### src/rtl/pads_out_ctrl.sv
// Output pad controller: registered per-channel mode mux (core/force0/force1/blink)
// with a boot-gated safe state. Optional macro PADS_OUT_PAD_CELL_EN instantiates PDO24CDG pad cells.
module pads_out_ctrl #(
    parameter int unsigned        NUM_CH    = 9,
    parameter logic [NUM_CH-1:0]  SAFE_VAL  = '0,
    parameter int unsigned        BLINK_DIV = 4,
    parameter int unsigned        CNT_W     = 16,
    localparam int unsigned       CH_W      = (NUM_CH > 1) ? $clog2(NUM_CH) : 1
) (
    input  logic              clk,
    input  logic              rst_n,
    input  logic              boot_done,
    input  logic [NUM_CH-1:0] core_out,
    input  logic              cfg_we,
    input  logic [CH_W-1:0]   cfg_ch,
    input  logic [1:0]        cfg_mode,
    output logic              cfg_err,
    output logic              armed,
    output logic [NUM_CH-1:0] pad_out
);

    typedef enum logic [1:0] {
        MODE_CORE   = 2'b00,
        MODE_FORCE0 = 2'b01,
        MODE_FORCE1 = 2'b10,
        MODE_BLINK  = 2'b11
    } mode_e;

    typedef enum logic {
        ST_SAFE  = 1'b0,
        ST_ARMED = 1'b1
    } arm_e;

    localparam logic [CNT_W-1:0] DIV_LAST = CNT_W'(BLINK_DIV - 1);
    localparam logic [CH_W:0]    CH_LIMIT = (CH_W + 1)'(NUM_CH);

    arm_e              arm_q, arm_d;
    mode_e             mode_q [NUM_CH];
    mode_e             mode_d [NUM_CH];
    logic [CNT_W-1:0]  cnt_q, cnt_d;
    logic              phase_q, phase_d;
    logic              cfg_err_q, cfg_err_d;
    logic [NUM_CH-1:0] out_q, out_d;
    logic              cfg_in_range;

    // Arming state register
    always_ff @(posedge clk) begin
        if (!rst_n) begin
            arm_q <= ST_SAFE;
        end else begin
            arm_q <= arm_d;
        end
    end

    // Arming next state: sticky once boot_done is seen
    always_comb begin
        arm_d = arm_q;
        if (arm_q == ST_SAFE && boot_done) begin
            arm_d = ST_ARMED;
        end
    end

    // Arming outputs
    always_comb begin
        armed = (arm_q == ST_ARMED);
    end

    assign cfg_in_range = ({1'b0, cfg_ch} < CH_LIMIT);

    // Matching per channel keeps out-of-range indices from ever addressing the mode array
    always_comb begin
        for (int unsigned i = 0; i < NUM_CH; i++) begin
            mode_d[i] = mode_q[i];
            if (cfg_we && cfg_ch == CH_W'(i)) begin
                mode_d[i] = mode_e'(cfg_mode);
            end
        end
        cfg_err_d = cfg_we && !cfg_in_range;
    end

    always_comb begin
        cnt_d   = cnt_q + 1'b1;
        phase_d = phase_q;
        if (cnt_q == DIV_LAST) begin
            cnt_d   = '0;
            phase_d = ~phase_q;
        end
    end

    always_comb begin
        out_d = SAFE_VAL;
        if (armed) begin
            for (int unsigned i = 0; i < NUM_CH; i++) begin
                unique case (mode_q[i])
                    MODE_CORE:   out_d[i] = core_out[i];
                    MODE_FORCE0: out_d[i] = 1'b0;
                    MODE_FORCE1: out_d[i] = 1'b1;
                    MODE_BLINK:  out_d[i] = phase_q;
                    default:     out_d[i] = SAFE_VAL[i];
                endcase
            end
        end
    end

    always_ff @(posedge clk) begin
        if (!rst_n) begin
            for (int unsigned i = 0; i < NUM_CH; i++) begin
                mode_q[i] <= MODE_CORE;
            end
            cnt_q     <= '0;
            phase_q   <= 1'b0;
            cfg_err_q <= 1'b0;
            out_q     <= SAFE_VAL;
        end else begin
            for (int unsigned i = 0; i < NUM_CH; i++) begin
                mode_q[i] <= mode_d[i];
            end
            cnt_q     <= cnt_d;
            phase_q   <= phase_d;
            cfg_err_q <= cfg_err_d;
            out_q     <= out_d;
        end
    end

    assign cfg_err = cfg_err_q;

`ifdef PADS_OUT_PAD_CELL_EN
    for (genvar g = 0; g < NUM_CH; g++) begin : g_pad
        PDO24CDG u_pad (
            .I   (out_q[g]),
            .PAD (pad_out[g])
        );
    end
`else
    assign pad_out = out_q;
`endif

endmodule

### config.mk
export PLATFORM = sky130hd
export DESIGN_NAME = pads_out_ctrl
export DESIGN_NICKNAME = d
export VERILOG_FILES = /design/src/rtl/pads_out_ctrl.sv
export SDC_FILE = /design/constraint.sdc
export NUM_CORES = 1
export LEC_CHECK = 0
export BUFFER_PORTS_ARGS = -buffer_cell sky130_fd_sc_hd__clkbuf_2
export CAP_MARGIN = 5
export CORE_MARGIN = 3
export CORE_UTILIZATION = 30
export DETAILED_ROUTE_END_ITERATION = 10
export PLACE_DENSITY = 0.57
export SLEW_MARGIN = 20
export SYNTH_ARGS = -nofsm -noshare
export SYNTH_HDL_FRONTEND = slang
export SYNTH_SLANG_ARGS = --single-unit
### constraint.sdc
create_clock -name clk -period 4.38 [get_ports clk]
set_input_delay 0.876 -clock clk [delete_from_list [all_inputs] [get_ports clk]]
set_output_delay 0.876 -clock clk [all_outputs]
set_load 0.005 [all_outputs]
-- Word level (Yosys, flattened, before mapping)
Memory sizes are Yosys's and may differ from the RTL's.
Cells that the tools add are included.
- register bits: 28
- memory bits (writable): 18
- memory bits (read-only): 0
- bits in latches: 0
- output and inout bits: 11
- word-level logic and storage cells: 109
- input bits: 19
- memories: 1
- multiplexer cells: 29
- div/mod/pow operators: 0
- add/sub/neg operators: 1
- magnitude comparators: 1
- reduce and logical (&&, ||, !) cells: 24
- shift-type cells: 0
- multipliers: 0
- eq/ne operators: 36
- bitwise operators: 12
- memories (name ; words ; bits a word ; rd ports ; clocked after Yosys merged registers in ; wr ports ; RTL line ; text):
    mode_q ; 9 ; 2 ; 9 ; 0 ; 9 ; 38 ; mode_e mode_q [NUM_CH];
- operator list (cell ; number):
    2-bit == test (second input constant) ; 18
    2-bit two-way mux ; 18
    1-bit case mux with 4 select lines ; 9
    2-bit by 1-bit == test with 1-bit output (second input constant) ; 9
    2-bit logical NOT ; 9
    16-bit by 1-bit adder with 16-bit output (second input constant) ; 1
    16-bit by 2-bit == test with 1-bit output (second input constant) ; 1
    4-bit by 3-bit == test with 1-bit output (second input constant) ; 4
    1-bit logical AND ; 11
    1-bit bitwise OR ; 9
    4-bit by 2-bit == test with 1-bit output (second input constant) ; 2
    4-bit by 1-bit == test with 1-bit output (second input constant) ; 1
    4-bit == test (second input constant) ; 1
    4-bit logical NOT ; 1
    4-bit < comparator (second input constant) ; 1
    1-bit NOT ; 3
    1-bit two-way mux ; 2
    2-bit AND reduction ; 1
    2-bit OR reduction ; 1
    1-bit logical NOT ; 1

-- Depth between registers and ports, before layout
- depth in word-level cells: 4
- gate-level depth with buffers: 6
- gate-level depth less buffers: 5

-- Worst setup path after synthesis
OpenSTA, ideal clock, no wires.
- path kind: input to register
- from: input cfg_ch[3]
- to: memory mode_q[0][8] (netlist name)
- arrival: 1.597 ns
- stages on the path: 4
- buffers on the path: 0
- library setup time: 0.116 ns
- data required time: 4.264 ns
- slack: 2.667 ns
- cells stage by stage: nand3b_4 > or3_1 > mux2i_1 > nor2b_1
- RTL lines (what ; RTL line ; text):
    start, declared ; 15 ; input logic [CH_W-1:0] cfg_ch,
    end, declared ; 38 ;

-- Final worst setup path
- from: register cnt_q[0]
- to: register cnt_q[6]
- word-level cells in the longest chain between the ends: 2
- elaborated cells between the ends (all ways): 3
- classes of those cells: add/sub (1); eq/ne (1); reduce/logical (1)
- ends and longest elaborated chain (what ; RTL line ; text):
    start, declared ; 40 ; logic [CNT_W-1:0] cnt_q, cnt_d;
    start signal, assigned ; 118 ; cnt_q <= cnt_d;
    parallel branches: the longest is 2 deep, another holds 16-bit by 1-bit adder with 16-bit output ; n/a ;
Parallel ways; which one is timed is not known.
A chain may end at the register's enable or synchronous reset.

==> results.toml <==
[min_path]
worstHoldPathType = "reg2reg"

[timing]
grt_setup_unrepaired = "no"
finClkSkew_ns = 0.00566
min_period_ns = 1.70
relSlewSlack = 0.705
drv_slew = 0
setup_viol = 0
hold_violations = 0
fin_crit_sh = 0.388
max_freq_mhz = 588
tightest_slew_ns = 0.442
setup_tns_ns = 0

[grt]
grt_max_degree = 25
antenna_found_initial = 0
grt_overflow = 0
grt_usage = 0.103
grt_pass1_vias = 1379
grt_first_pass_wirelength_mm = 6.26

[drt]
drc_errors = 0
viasPerCell = 4.57
wl_per_cell_um = 11.8
ant_nets = 0
totalWireLength_mm = 3.69
dr.pass1.iters = 4
vias = 1434
drt_iter0_drc = 57

[floorplan]
rows = 28
fp.dieW_um = 87.2
die-area_um2 = 7600
initial_utilization = 0.322
boundaryPins = 30
dieHeight_um = 87.2
core_area_um2 = 6130

[final_layout]
num-fill-cells = 627
seq_area_um2 = 921
postLayoutCellArea_um2 = 2290
finalNonFillerCells = 314
area_delta_synth_final_pct = 16.1
n_antenna_cell = 0
multi_input_area_um2 = 983
nets = 258
drive_above_1_share = 0.213

[logic_synthesis]
post-synth-top-count-cell = "dfxtp_1"
yosys_warnings = 0
seq_area_frac_synth = 0.466
synth_top_cells_by_count = "dfxtp_1, nor2_1, mux2i_1, nor2b_1"
synthCells = 208
synth_top_area_frac = 0.466
synthArstFlopShare = 0
synth_top_cell_by_area = "dfxtp_1"
synthFlopType = "dfxtp_1"
syn-num-nets = 228
synth_area_leaders = "dfxtp_1, mux2i_1, xnor2_1, nor2b_1, nor2_1"
ys_seq_elements = 46
yosysUniqueCellTypes = 32
synth.cell_area_um2 = 1980
syn_avg_cell_area_um2 = 9.50
synth-edff-count = 0

[worst_setup_path]
worst_ep_required_time_ns = 4.56
path_buf_inv = 0
cp-start-kind = "flop"
cp_max_fo = 15
critPathSlowestCell = "dfxtp_1"
arrival_ns = 1.88
crit_family = "simple AND/OR/NAND/NOR gates"
crit_chain = "ha_1 > nor4b_1 > nand4_1 > nand2_2 > nor2_1"
cpPeakStageDelay_ns = 0.42
path_class = "reg2reg"
crit_path_end_kind = "flop"

[clock_network]
numCtsBuffers = 5
hold_buffers = 0
clk_pin_slew_ns = 0.08
htreeDepth = 2
root_buffer = "clkbuf_8"
clockBufferDepth = 2
clock-sinks = 46
cts_tree = "done"
post_cts_buffers = 0
insertion_delay_ns = 0.29
cts_resized = 0

[run_status]
outcome = "completed"

[pwr]
power_per_cell_area_nw_per_um2 = 347
p_leak_uw = 0.000887
ir_drop_v = 0.000144

[placed_design]
place.gp.congestion = 0.762
dpl.hpwl_mm = 2.66
place_area_um2 = 2180
io_buffers = 29
dp_cells = 306

[run]
drv_cap = 0
==> through the flow <==
stage / power, uW / worst slack, ns / hold WS (ns) / utilization
3_5_place_dp: 501 / 2.40 / 0.471 / 0.356
3_3_place_gp: 500 / 2.46 / 0.466 / 0.356
6_report: 796 / 2.68 / 0.481 / 0.374
5_1_grt: 837 / 2.51 / 0.510 / 0.374
4_1_cts: 810 / 2.65 / 0.484 / 0.374
2_1_floorplan: 478 / 2.67 / 0.446 / -
==> layout by cell type (no fill, tap or decap) <==
cell and count:
a21boi_0 2, a21oi_1 9, and2_1 1, and3_1 4, bufinv_16 1, clkbuf_2 29, clkbuf_8 5, clkinv_2 2
dfxtp_1 46, ha_1 1, inv_1 11, mux2i_1 16, nand2_1 13, nand2_2 1, nand3_1 4, nand3_2 1
nand3b_1 3, nand3b_4 1, nand4_1 4, nand4_2 1, nand4_4 1, nor2_1 24, nor2_2 1, nor2b_1 16
nor3_1 5, nor3b_2 4, nor4_1 2, nor4_2 4, nor4b_1 1, o21a_1 1, o21ai_0 9, or3_1 1
xnor2_1 13, xor2_1 2
==> final cells by class <==
type                            instances  area share
Clock buffer                            5      0.0300
Clock inverter                          3      0.0175
Inverter                               11      0.0180
Multi-Input combinational cell        145       0.429
Sequential cell                        46       0.402
Tap cell                               75      0.0409
Timing Repair Buffer                   29      0.0633
==> state kept, by name, summed over array words and instances, names as in the netlist <==
register,count
cfg_err,1
armed,1
cnt_q,16
mode_q,18
phase_q,1
pad_out,9
==> path summary, 6_finish.rpt <==
| kind | from | end | slack, ns | cells after the start |
|---|---|---|---|---|
| worst max-delay path | cnt_q[0]$_SDFF_PP0_ | cnt_q[6]$_SDFF_PP0_ | 2.68 | 5 |
| worst min-delay path | mode_q[0][17]$_SDFFE_PN0P_ | pad_out[8]$_SDFF_PN0_ | 0.48 | 2 |
| worst max register to register | cnt_q[0]$_SDFF_PP0_ | cnt_q[6]$_SDFF_PP0_ | 2.68 | 5 |
| worst min register to register | mode_q[0][17]$_SDFFE_PN0P_ | pad_out[8]$_SDFF_PN0_ | 0.48 | 2 |
==> routing by layer <==
layer  track usage  up-vias  wire (um)
met3        0.0255        5        176
li1              -      760          -
met5             0        -          0
met4        0.0418        0         56
met1         0.144      642       1970
met2         0.152       27       1490
==> tightest hold or removal path, cell delays in order (launching register included) <==
cell	delay [ns]
dfxtp_1	0.32
o21ai_0	0.07
a21oi_1	0.06
==> where the power goes <==
part           total (uW)  internal, uW  switching (uW)
registers             437           428            9.45
logic                52.3          23.9            28.4
clock network         306           168             138
==> kinds of logic (layout without fill, tap and decap cells) <==
| kind of cell | count (synthesis) | in the layout | share of synthesized area |
|---|---|---|---|
| compound gates | 21 | 21 | 0.0570 |
| simple gates | 92 | 92 | 0.287 |
| xor+xnor | 15 | 15 | 0.0665 |
| mux | 16 | 16 | 0.0811 |
| fa+ha+maj | 1 | 1 | 0.00633 |
| flops | 46 | 46 | 0.466 |
| buf+inv | 17 | 48 | 0.0361 |
Note: power is estimated with default switching activity, not from simulation.
